**config.mk**
```make
export PLATFORM = sky130hd
export DESIGN_NAME = alk_mdseq
export DESIGN_NICKNAME = d
export VERILOG_FILES = /design/src/rtl/alk_mdseq.sv
export SDC_FILE = /design/constraint.sdc
export NUM_CORES = 1
export LEC_CHECK = 0
export BUFFER_PORTS_ARGS = -buffer_cell sky130_fd_sc_hd__buf_2
export CAP_MARGIN = 20
export CORE_ASPECT_RATIO = 1.25
export CORE_MARGIN = 4
export CORE_UTILIZATION = 45
export DETAILED_ROUTE_END_ITERATION = 8
export PLACE_DENSITY = 0.68
export SETUP_SLACK_MARGIN = 0.4
export SKIP_CTS_REPAIR_TIMING = 1
export SLEW_MARGIN = 10
export SYNTH_ARGS = -nofsm -noshare
export SYNTH_HDL_FRONTEND = slang
export SYNTH_SLANG_ARGS = --single-unit
```
**constraint.sdc**
```tcl
create_clock -name clk_h -period 3.75 [get_ports clk_h]
set_input_delay 0.375 -clock clk_h [delete_from_list [all_inputs] [get_ports clk_h]]
set_output_delay 0.375 -clock clk_h [all_outputs]
set_load 0.03 [all_outputs]
```
**src/rtl/alk_mdseq.sv**
```systemverilog
// alk_mdseq: multiply/divide loop sequencer for the DPM ALK datapath.
// Emits the 10-bit ALPCTL micro-op stream and loop flag for MUL, DIV,
// DIVD and REM iteration loops. Every output is registered and decoded
// from the state being entered, so the first code appears the cycle
// after start_h is accepted.
module alk_mdseq #(
    parameter int CNT_W = 6
) (
    input  logic             clk_h,
    input  logic             reset_h,
    input  logic             start_h,
    input  logic [1:0]       op_h,
    input  logic             slow_h,
    input  logic [CNT_W-1:0] count_h,
    input  logic             sign_in_h,
    input  logic             stall_h,
    output logic [9:0]       alpctl_h,
    output logic             loop_flag_h,
    output logic             busy_h,
    output logic             done_h
);

    typedef enum logic [1:0] {
        ST_IDLE = 2'd0,
        ST_LOOP = 2'd1,
        ST_FIX  = 2'd2,
        ST_WB   = 2'd3
    } state_t;

    localparam logic [1:0]       OP_MUL   = 2'b00;
    localparam logic [1:0]       OP_DIVD  = 2'b10;
    localparam logic [1:0]       OP_REM   = 2'b11;
    localparam logic [CNT_W-1:0] CNT_ZERO = {CNT_W{1'b0}};
    localparam logic [CNT_W-1:0] CNT_ONE  = {{(CNT_W-1){1'b0}}, 1'b1};

    // Only the divide variants that leave a quotient/remainder to fix up
    // need the extra FIX cycle before write-back.
    function automatic logic needs_fix(input logic [1:0] op);
        return (op == OP_DIVD) || (op == OP_REM);
    endfunction

    // Loop step code: MUL uses the 0x269 family, all divides 0x26C;
    // bit 4 carries the previous step's sign (N), bit 1 selects SLOW.
    function automatic logic [9:0] step_code(input logic [1:0] op,
                                             input logic       s,
                                             input logic       slow);
        logic [9:0] base;
        base = (op == OP_MUL) ? 10'h269 : 10'h26C;
        return base | {5'b00000, s, 2'b00, slow, 1'b0};
    endfunction

    state_t           state_r,  state_nxt_s;
    logic [CNT_W-1:0] cnt_r,    cnt_nxt_s;
    logic             s_r,      s_nxt_s;
    logic [1:0]       op_r,     op_nxt_s;
    logic             slow_r,   slow_nxt_s;

    logic [9:0]       alpctl_r, alpctl_nxt_s;
    logic             loop_flag_r, loop_flag_nxt_s;
    logic             busy_r,   busy_nxt_s;
    logic             done_r,   done_nxt_s;

    // Next-state logic for the sequencer and its latched operation fields.
    always_comb begin
        state_nxt_s = state_r;
        cnt_nxt_s   = cnt_r;
        s_nxt_s     = s_r;
        op_nxt_s    = op_r;
        slow_nxt_s  = slow_r;
        if (stall_h) begin
            state_nxt_s = state_r;
        end else begin
            case (state_r)
                ST_IDLE: begin
                    if (start_h) begin
                        op_nxt_s   = op_h;
                        slow_nxt_s = slow_h;
                        s_nxt_s    = 1'b0;
                        cnt_nxt_s  = count_h;
                        if (count_h != CNT_ZERO) begin
                            state_nxt_s = ST_LOOP;
                        end else if (needs_fix(op_h)) begin
                            state_nxt_s = ST_FIX;
                        end else begin
                            state_nxt_s = ST_WB;
                        end
                    end else begin
                        state_nxt_s = ST_IDLE;
                    end
                end
                ST_LOOP: begin
                    s_nxt_s = sign_in_h;
                    if (cnt_r > CNT_ONE) begin
                        cnt_nxt_s = cnt_r - CNT_ONE;
                    end else if (needs_fix(op_r)) begin
                        state_nxt_s = ST_FIX;
                    end else begin
                        state_nxt_s = ST_WB;
                    end
                end
                ST_FIX: begin
                    state_nxt_s = ST_WB;
                end
                ST_WB: begin
                    state_nxt_s = ST_IDLE;
                end
                default: begin
                    state_nxt_s = ST_IDLE;
                end
            endcase
        end
    end

    // Output decode of the state being entered, so outputs can be registered.
    always_comb begin
        alpctl_nxt_s    = 10'h000;
        loop_flag_nxt_s = 1'b0;
        busy_nxt_s      = 1'b0;
        done_nxt_s      = 1'b0;
        case (state_nxt_s)
            ST_IDLE: begin
                alpctl_nxt_s = 10'h000;
            end
            ST_LOOP: begin
                alpctl_nxt_s    = step_code(op_nxt_s, s_nxt_s, slow_nxt_s);
                loop_flag_nxt_s = (cnt_nxt_s > CNT_ONE);
                busy_nxt_s      = 1'b1;
            end
            ST_FIX: begin
                busy_nxt_s = 1'b1;
                if (op_nxt_s == OP_DIVD) begin
                    alpctl_nxt_s = 10'h26F | {5'b00000, s_nxt_s, 4'b0000};
                end else begin
                    alpctl_nxt_s = 10'h26A;
                end
            end
            ST_WB: begin
                alpctl_nxt_s = 10'h378;
                busy_nxt_s   = 1'b1;
                done_nxt_s   = 1'b1;
            end
            default: begin
                alpctl_nxt_s = 10'h000;
            end
        endcase
    end

    // Sequencer state and latched operation fields.
    always_ff @(posedge clk_h) begin
        if (reset_h) begin
            state_r <= ST_IDLE;
            cnt_r   <= CNT_ZERO;
            s_r     <= 1'b0;
            op_r    <= 2'b00;
            slow_r  <= 1'b0;
        end else begin
            state_r <= state_nxt_s;
            cnt_r   <= cnt_nxt_s;
            s_r     <= s_nxt_s;
            op_r    <= op_nxt_s;
            slow_r  <= slow_nxt_s;
        end
    end

    // Output registers; a stall freezes them along with the state.
    always_ff @(posedge clk_h) begin
        if (reset_h) begin
            alpctl_r    <= 10'h000;
            loop_flag_r <= 1'b0;
            busy_r      <= 1'b0;
            done_r      <= 1'b0;
        end else if (stall_h) begin
            alpctl_r    <= alpctl_r;
            loop_flag_r <= loop_flag_r;
            busy_r      <= busy_r;
            done_r      <= done_r;
        end else begin
            alpctl_r    <= alpctl_nxt_s;
            loop_flag_r <= loop_flag_nxt_s;
            busy_r      <= busy_nxt_s;
            done_r      <= done_nxt_s;
        end
    end

    assign alpctl_h    = alpctl_r;
    assign loop_flag_h = loop_flag_r;
    assign busy_h      = busy_r;
    assign done_h      = done_r;

endmodule

```
==> results of run 1 <==
-- report_power, final --
| part | switching, mW | leakage, nW | internal (mW) | total (mW) |
|---|---|---|---|---|
| logic | 0.0955 | 0.369 | 0.0603 | 0.156 |
| clock network | 0.0646 | 0.0210 | 0.0592 | 0.124 |
| registers | 0.0201 | 0.164 | 0.227 | 0.247 |
-- metal layers --
layer	vias up	GRT usage [%]	wire (um)
met5	-	0	0
met4	0	6.99	50
met3	6	2.68	96
met2	26	30.3	1510
met1	537	17.9	1220
li1	580	-	-
-- cell families after synthesis --
logic type	after synthesis	share of synthesized area [%]
buffers and inverters	20	10.3
adders and majority gates	2	1.97
DFF	20	31.5
muxes	6	4.73
and+or+nand+nor	65	28.0
other	1	0.295
AOI/OAI and AO/OA	39	23.2
-- registers in the layout, summed over array words and instances, names as in the netlist --
signal       cells
loop_flag_h      1
alpctl_h         5
slow_r           1
busy_h           1
s_r              1
cnt_r            6
done_h           1
op_r             2
state_r          2
-- area by class of cell --
| class | instances | area [um^2] |
|---|---|---|
| clock buffer | 4 | 36.3 |
| fill | 290 | 1320 |
| inverter | 5 | 18.8 |
| multi-input combinational | 113 | 738 |
| sequential | 20 | 400 |
| tap | 34 | 42.5 |
| timing repair buffer | 25 | 125 |
-- per-stage QoR --
stage | setup WS (ns) | total power, mW
floorplan | 1.95 | 0.380
global placement | 1.45 | 0.406
detailed placement | 1.34 | 0.408
CTS | 1.57 | 0.533
global route | 1.33 | 0.564
finish | 1.53 | 0.527
-- worst min-delay path: stages --
cell     delay [ns]
buf_2          0.08
mux2i_1        0.09
nor2_1         0.09
-- worst paths after layout --
| check | endpoint | slack, ns |
|---|---|---|
| hold / removal | slow_r | 0.36 |
| setup reg to reg | alpctl_h[0] | 1.53 |
| hold reg to reg | alpctl_h[8] | 0.47 |
| setup / recovery | alpctl_h[0] | 1.53 |
-- cell usage in the layout (no fill, tap or decap), types with 2 or more instances in the layout --
| cell | n |
|---|---|
| buf_2 | 25 |
| dfxtp_1 | 20 |
| nor2_1 | 18 |
| nand2_1 | 12 |
| o21ai_0 | 8 |
| a21oi_1 | 8 |
| nor3_1 | 6 |
| mux2i_1 | 6 |
| inv_1 | 5 |
| nor2b_1 | 4 |
| nand3_1 | 4 |
| a31oi_1 | 4 |
| clkbuf_4 | 3 |
| nor4_1 | 2 |
| o21ai_1 | 2 |
| o22ai_1 | 2 |
| nand2b_1 | 2 |
| o311a_1 | 2 |
| nor3_2 | 2 |
| ha_1 | 2 |
==> metrics.md, run 1 <==
| Metric | Value |
|---|---|
| Fin nets | 184 |
| CP Class | reg -> reg |
| CTS Sinks | 20 |
| Pleak | 0.553 nW |
| Buffer levels on the longest clock path | 2 |
| Post-route antenna net violation count | 0 |
| Distinct cells, synth | 51 |
| Worst slew pin tran | 0.703 ns |
| Gate Count Post-Synth | 153 |
| Most frequent cell after synthesis | dfxtp_1 |
| Synthesis-to-layout area growth | 7.19% |
| Post-Layout Inst Area | 1360 um^2 |
| Vias in the first global route | 1,102 |
| Placed instance count | 197 |
| Initial antenna violation count | 0 |
| Global route overflow | 0 |
| Crit path largest cell delay | 0.57 ns |
| All-Layer GR Usage | 16.1% |
| Drt wl/cell | 14.3 um |
| Width of the die | 55.5 um |
| Drt pass-1 iters | 4 |
| Power per cell area | 387 nW/um^2 |
| Layout cells sized above 1 | 24.6% |
| Total stage count of the critical path | 5 |
| Maxcap violations | 0 |
| IO Port Bufs | 25 |
| Setup TNS | 0 ns |
| DPL Wire Length | 2260 um |
| Ys Warns | 0 |
| Largest net degree at the start of global routing | 20 |
| Initial core utilization | 47.4% |
| Die footprint | 3740 um^2 |
| Critical path data arrival time | 2.40 ns |
| Area leader, netlist | dfxtp_1 |
| Ys async rst share | 0% |
| Row count | 21 |
| Max Freq | 451 MHz |
| Max Clock Skew | 0.00523 ns |
| Worst Path Buf+Inv | 0 |
| Skew-Pair Late Insertion Delay | 0.30 ns |
| Main flop type after synthesis | dfxtp_1 |
| Mapped Area | 1270 um^2 |
| Start point of the critical path | state_r[1] |
| Fin crit share | 59.1% |
| First-pass GRT wire length | 4800 um |
| Final slew viol count | 0 |
| Sequential fraction of the synthesis area | 31.5% |
| Crit path max fanout | 12 |
| Crit path max-delay family | simple AND/OR/NAND/NOR gates |
| Hold Violations, Final | 0 |
| Most used cell, CP | mux2i_1 |
| # setup viols final | 0 |
| Post-synth EDFFs | 0 |
| Relative slew slack | 52.9% |
| DP Area | 1330 um^2 |
| Syn avg cell area | 8.30 um^2 |
| Hold Crit Class | in -> reg |
| Synth cell count leaders | dfxtp_1 (20), nor2_1 (18), nand2_1 (12), a21oi_1 (8), o21ai_0 (8) |
| CP required | 3.93 ns |
| CORE AREA | 2680 um^2 |
| DRC | 0 |
| Routability cong. | 0.849 |
| Register bit total from synthesis | 20 |
| DRT iter0 DRCs | 28 |
| Status | finished, final reports clean |
| Clock Pin Slew Worst Setup and Hold Paths | 0.11 ns |
| I/O pin count | 27 |
| DR vias/cell | 5.72 |
| Worst hold slack | 0.358 ns |
| Worst-path cell chain | nor2_1 -> and2_1 -> mux2i_1 -> mux2i_1 -> o22ai_1 |
| Syn nets | 169 |
| Startpoint Class | flop |
| R2R depth | 5 |
| Slowest library cell on the worst path | nor2_1 |
| Worst reg2reg startpoint | state_r[1] |
| CTS tree | built |
| Fin crit period | 2.22 ns |
| Yosys top cell area share | 31.5% |
| Htree depth | 1 |
| Worst ir drop on vdd | 0.000230 V |
| Hold_sp | slow_h |
| Via Count | 1,149 |
| RSZ-0062 raised after global routing | no |
| Hold Crit Depth | 3 |
| Post-Layout Cell Count | 201 |
| Root Driver | clkbuf_4 |
| Drt total wl | 2870 um |
| Antenna cells | 0 |
| Layout Utilization | 50.8% |
| Die Ht | 67.4 um |
| CTS buffer count | 3 |
| Top post-synthesis cells by area | dfxtp_1 (32%), nor2_1 (5.3%), mux2i_1 (4.7%) |
| Crit. End Element | flop |
No activity file was read; power rests on OpenSTA's default activity.
==> inputs of run 2 (changes only) <==
--- a/config.mk
+++ b/config.mk
@@ -5,13 +5,14 @@
 export SDC_FILE = /design/constraint.sdc
 export NUM_CORES = 1
 export LEC_CHECK = 0
+export ABC_AREA = 1
 export BUFFER_PORTS_ARGS = -buffer_cell sky130_fd_sc_hd__buf_2
 export CAP_MARGIN = 20
 export CORE_ASPECT_RATIO = 1.25
 export CORE_MARGIN = 4
 export CORE_UTILIZATION = 45
 export DETAILED_ROUTE_END_ITERATION = 8
-export PLACE_DENSITY = 0.68
+export PLACE_DENSITY = 0.7
 export SETUP_SLACK_MARGIN = 0.4
 export SKIP_CTS_REPAIR_TIMING = 1
 export SLEW_MARGIN = 10
==> constraint.sdc (replaced) <==
create_clock -name clk_h -period 1.95 [get_ports clk_h]
set_input_delay 0.195 -clock clk_h [delete_from_list [all_inputs] [get_ports clk_h]]
set_output_delay 0.195 -clock clk_h [all_outputs]
set_load 0.03 [all_outputs]
==> run 2 against run 1 <==
Compared with the run above:
- sequential share of layout area decreased by 2.8 points
- fmax increased by 33%
- die area increased by 0.68%
- sequential power increased by 95%
- synthesized cell count increased by 33%
- global-route usage increased by 0.62 points
- register-to-register slack got worse by 1.3 ns
- critical endpoint is now loop_flag_h
- largest cell class unchanged
- largest power group unchanged
- highest routed layer unchanged
==> metrics.md, run 2 <==
| Metric | Value |
|---|---|
| Status | finished, final reports clean |
| Global route overflow | 0 |
| Syn nets | 220 |
| Sequential fraction of the synthesis area | 31.3% |
| Largest family of logic cells by synthesized area | simple AND/OR/NAND/NOR gates |
| DRC | 0 |
| Register bit total from synthesis | 20 |
| Ys Warns | 0 |
| Initial antenna violation count | 0 |
| DPL Wire Length | 2440 um |
| CTS Sinks | 20 |
| Crit path max fanout | 7 |
| Worst Path Buf+Inv | 4 |
| I/O pin count | 27 |
| CTS tree | built |
| Fin worst setup slack | 0.280 ns |
| # setup viols final | 0 |
| Worst-path cell chain | inv_6 -> ha_1 -> inv_1 -> nand2_2 -> nand3_4 -> nand2_2 -> inv_2 -> nor2_2 -> nand2_2 -> nand2_4 -> buf_4 -> nor2_1 -> nand2_1 -> a21oi_2 |
| Row count | 21 |
| Max Freq | 599 MHz |
| Placed instance count | 255 |
| Initial core utilization | 47.3% |
| Drt pass-1 iters | 4 |
| Ys async rst share | 0% |
| Setup TNS | 0 ns |
| Hold Violations, Final | 0 |
| Drt total wl | 3040 um |
| Most common library cell in the layout ignoring fill and taps | nand2_1 |
| Crit. End Element | flop |
| RSZ-0062 raised after global routing | yes |
| First-pass GRT wire length | 5010 um |
| Root Driver | clkbuf_4 |
| Maxcap violations | 0 |
| Layout cells sized above 1 | 29.3% |
| Routability cong. | 0.817 |
| Via Count | 1,313 |
| Synthesis-to-layout area growth | 19.6% |
| Largest register FFs | 6 |
| Skew-Pair Late Insertion Delay | 0.30 ns |
| Startpoint Class | flop |
| Final slew viol count | 0 |
| CTS buffer count | 3 |
| Simple-Gate Fraction of Synth Area | 38.3% |
| Largest Register | cnt_r |
| Distinct cells, synth | 26 |
| Post-synth EDFFs | 0 |
| Yosys top cell area share | 31.3% |
| CORE AREA | 2710 um^2 |
| Critical path data arrival time | 1.91 ns |
| Setup WS pre-CTS | 0.198 ns |
| Post-Layout Cell Count | 263 |
| Drt wl/cell | 11.6 um |
| Top post-synthesis cells by area | dfxtp_1 (31%), nand2_1 (15%), nor2_1 (10%) |
| Most frequent cells in the layout | nand2_1 (48), nor2_1 (34), buf_2 (25) |
| Worst ir drop on vdd | 0.000513 V |
| DRT iter0 DRCs | 39 |
| Antenna cells | 0 |
| Most used cell, CP | nand2_2 |
| Most frequent cell after synthesis | nand2_1 |
| Vias in the first global route | 1,217 |
| IO Port Bufs | 25 |
| Fin crit share | 85.6% |
| Crit path max-delay family | simple AND/OR/NAND/NOR gates |
| Gate Count Post-Synth | 204 |
| Post-route antenna net violation count | 0 |
| Main flop type after synthesis | dfxtp_1 |
| Area leader, netlist | dfxtp_1 |
| Pleak | 0.759 nW |
| Max Clock Skew | 0.00845 ns |
| Width of the die | 55.7 um |
| Fillers | 292 |
| CP Class | reg -> reg |
| Die footprint | 3770 um^2 |
| Post-Synth XOR/XNOR Area | 0.684% |
| Fin crit period | 1.67 ns |
| Mux cell area share after synthesis | 0% |
| Synth cell count leaders | nand2_1 (50), nor2_1 (35), dfxtp_1 (20), a21oi_1 (18), inv_1 (17) |
| Synth Area in Adders | 1.96% |
| Slowest library cell on the worst path | dfxtp_4 |
| Syn avg cell area | 6.27 um^2 |
| Mapped Area | 1280 um^2 |
| All-Layer GR Usage | 16.7% |
| R2R setup slack | 0.28 ns |
| Htree depth | 1 |
| Buffer levels on the longest clock path | 2 |
| Largest net degree at the start of global routing | 20 |
| Crit path largest cell delay | 0.39 ns |
| Fin nets | 246 |
| Clock Pin Slew Worst Setup and Hold Paths | 0.11 ns |
| DR vias/cell | 4.99 |
| CP required | 2.19 ns |
| Power per cell area | 760 nW/um^2 |
| Hold Crit Class | in -> reg |
| Synth Area in Compound Gates | 16.5% |
| Worst hold slack | 0.193 ns |
| Die Ht | 67.6 um |
run 2: cell count changes after synthesis, sizes merged, moves of 7 or more:
cell   delta
nand2    +42
nor2     +23
inv      +18
a21oi    +11
nor3      -8
o21ai     +7
run 2: cell families (layout without fill, tap and decap cells):
family | count (synthesis) | in the layout
flip-flops | 20 | 20
buffers and inverters | 32 | 57
AND/OR/NAND/NOR | 110 | 110
XOR/XNOR | 1 | 1
AO/OA/AOI/OAI | 38 | 38
other | 1 | 1
adder cells (fa/ha/maj) | 2 | 2
run 2: tightest hold or removal path, cell delays in order:
cell and delay [ns]:
buf_2 0.09, o21ai_2 0.09, nor2_1 0.09
run 2: where the power goes:
| group | switching, mW | leakage [nW] | internal, mW | total [mW] |
|---|---|---|---|---|
| Combinational | 0.284 | 0.572 | 0.160 | 0.444 |
| Sequential | 0.0371 | 0.166 | 0.444 | 0.481 |
| Clock | 0.123 | 0.0210 | 0.114 | 0.237 |
| Total | 0.445 | 0.759 | 0.717 | 1.16 |
run 2: final timing paths:
check	startpoint	endpoint	depth (start not counted)
max	cnt_r[1]	loop_flag_h	14
min	op_h[0]	op_r[0]	3
max reg2reg	cnt_r[1]	loop_flag_h	14
min reg2reg	alpctl_h[8]	alpctl_h[8]	2
run 2: layout make-up:
type	instances	area, um^2	area share [%]
Clock buffer	4	36.3	2.37
Tap cell	34	42.5	2.78
Timing Repair Buffer	30	163	10.6
Inverter	23	96.3	6.30
Multi-Input combinational cell	152	785	51.3
Sequential cell	20	408	26.7
run 2: stage by stage:
stage / power [mW] / cell area (um^2) / util [%]
finish: 1.16 / 1530 / 56.5
global route: 1.25 / 1530 / 56.5
CTS: 1.13 / 1450 / 53.6
detailed placement: 0.896 / 1410 / 52.2
global placement: 0.895 / 1410 / 52.2
floorplan: 0.806 / 1290 / -
run 2: metal layers:
metal | GRT usage [%] | share of wire (%) | up-vias
met1 | 18.0 | 39 | 596
met3 | 2.29 | 2.3 | 6
met5 | 0 | 0 | -
li1 | - | - | 697
met4 | 3.65 | 1.3 | 0
met2 | 34.3 | 57 | 14
==> inputs of run 3 (changes only) <==
==> constraint.sdc (replaced) <==
create_clock -name clk_h -period 1.4 [get_ports clk_h]
set_input_delay 0.14 -clock clk_h [delete_from_list [all_inputs] [get_ports clk_h]]
set_output_delay 0.14 -clock clk_h [all_outputs]
set_load 0.03 [all_outputs]
==> run 3 against run 2 <==
Compared with the run above:
- the flow now finishes with violations (negative setup slack)
- first-iteration DRC count up 23%
- routed wire length up 13%
- largest cell class unchanged
- clock skew up 0.00086 ns
- non-clock buffer count up 29
- worst setup slack worse by 0.53 ns
- register-to-register slack worse by 0.53 ns
- via count up 9.0%
- sequential cell count unchanged
- global-route usage up 2.0 points
- sequential power up 37%
- critical path depth down 1
- power up 57%
==> metrics.md, run 3 (same netlist as run 2, synthesis figures left out) <==
| Metric | Value |
|---|---|
| Die Ht | 67.6 um |
| Cell Int Power | 1.14 mW |
| Initial core utilization | 47.3% |
| Critical path data arrival time | 1.89 ns |
| DRC | 0 |
| Crit path max-delay family | simple AND/OR/NAND/NOR gates |
| Slowest library cell on the worst path | dfxtp_2 |
| Crit path max fanout | 7 |
| Layout Utilization | 68.7% |
| # setup viols final | 14 |
| Most frequent cells in the layout | nand2_1 (44), buf_4 (39), nor2_1 (33) |
| Fin nets | 275 |
| DRT iter0 DRCs | 48 |
| Drt total wl | 3440 um |
| Crit. End Element | flop |
| RSZ-0062 raised after global routing | yes |
| Largest net degree at the start of global routing | 20 |
| Skew-Pair Late Insertion Delay | 0.31 ns |
| Row count | 21 |
| CP required | 1.64 ns |
| Width of the die | 55.7 um |
| Failing checks | negative setup slack |
| R2R setup slack | -0.25 ns |
| Total Power | 1.83 mW |
| All-Layer GR Usage | 18.7% |
| Switching part of the total | 37.9% |
| Antenna cells | 0 |
| DPL Wire Length | 2660 um |
| Crit path largest cell delay | 0.36 ns |
| First-pass GRT wire length | 5550 um |
| Hold Violations, Final | 0 |
| Sequential cell area | 418 um^2 |
| Final slew viol count | 0 |
| Fin crit share | 118% |
| Die footprint | 3770 um^2 |
| Post-Layout Inst Area | 1860 um^2 |
| Largest Register | cnt_r |
| Fillers | 237 |
| Footprint of the multi-input gates | 846 um^2 |
| Largest register FFs | 6 |
| Power per cell area | 984 nW/um^2 |
| CP Class | reg -> reg |
| DR vias/cell | 4.90 |
| CTS buffer count | 3 |
| Status | finished, violations left |
| CTS tree | built |
| Setup WS pre-CTS | -0.199 ns |
| Buffer levels on the longest clock path | 2 |
| Worst-path cell chain | inv_2 -> ha_1 -> inv_1 -> nand2_2 -> nand3_4 -> nand2_2 -> inv_2 -> nor2_2 -> nand2_2 -> nand2_4 -> o21ai_1 -> nand3_1 -> a21oi_1 |
| IO Port Bufs | 25 |
| Global route overflow | 0 |
| Hold Crit Class | in -> reg |
| Max Freq | 605 MHz |
| Max Clock Skew | 0.00931 ns |
| Most common library cell in the layout ignoring fill and taps | nand2_1 |
| Clock share of power | 18.6% |
| Synthesis-to-layout area growth | 45.3% |
| Pleak | 0.922 nW |
| Post-route antenna net violation count | 0 |
| Root Driver | clkbuf_4 |
| Fin crit period | 1.65 ns |
| Htree depth | 1 |
| Fin worst setup slack | -0.252 ns |
| Via Count | 1,431 |
| Initial antenna violation count | 0 |
| Drt pass-1 iters | 4 |
| CTS Sinks | 20 |
| I/O pin count | 27 |
| CORE AREA | 2710 um^2 |
| Routability cong. | 0.863 |
| Comb pwr share | 45.3% |
| NetSw | 0.693 mW |
| Maxcap violations | 0 |
| Startpoint Class | flop |
| Clock Pin Slew Worst Setup and Hold Paths | 0.12 ns |
| Vias in the first global route | 1,302 |
| Reg power frac | 36.1% |
| Drt wl/cell | 11.8 um |
| Most used cell, CP | nand2_2 |
| Worst ir drop on vdd | 0.000714 V |
| DP Area | 1640 um^2 |
| Worst Path Buf+Inv | 3 |
| Layout cells sized above 1 | 43.8% |
[run 3: cell types whose count changed in the layout (fill, tap and decap cells not counted), sizes merged]
cell / delta
buf: +24
clkbuf: +5
[run 3: worst paths after layout]
check                start     endpoint  cells after the start
setup / recovery  cnt_r[1]  alpctl_h[4]                     13
hold / removal      slow_h       slow_r                      3
setup reg to reg  cnt_r[1]  alpctl_h[4]                     13
hold reg to reg     done_h       done_h                      2
[run 3: worst reg2reg max path, stage by stage, from the launching register on]
cell and delay (ns):
dfxtp_2 0.36, inv_2 0.06, ha_1 0.18, inv_1 0.07
nand2_2 0.07, nand3_4 0.11, nand2_2 0.07, inv_2 0.09
nor2_2 0.04, nand2_2 0.10, nand2_4 0.09, o21ai_1 0.13
nand3_1 0.10, a21oi_1 0.12
[run 3: stage by stage]
step                      instances  setup TNS (ns)  hold WS (ns)
after floorplan                 204          -0.359         0.311
after global placement          280           -1.04         0.435
after detailed placement        280           -1.45         0.435
after CTS                       284           -1.74         0.111
after global routing            292           -3.77         0.115
final                           292           -2.24        0.0699
[run 3: power by group through the flow]
stage	combinational, mW	clock (mW)	sequential [mW]
after floorplan	0.444	0	0.708
after global placement	0.708	0	0.670
after detailed placement	0.716	0	0.672
after CTS	0.718	0.343	0.658
after global routing	0.913	0.374	0.670
final	0.829	0.340	0.661
[run 3: layer usage]
metal	track usage (%)	up-vias	wire (um)
met3	2.49	8	64
met4	6.08	0	71
li1	-	752	-
met5	0	-	0
met1	20.5	656	1420
met2	37.1	15	1880
[run 3: final cells by class]
| type | instances | area share [%] |
|---|---|---|
| Inverter | 23 | 5.32 |
| Sequential cell | 20 | 22.5 |
| Timing Repair Buffer | 59 | 22.5 |
| Clock buffer | 4 | 1.95 |
| Tap cell | 34 | 2.29 |
| Multi-Input combinational cell | 152 | 45.5 |
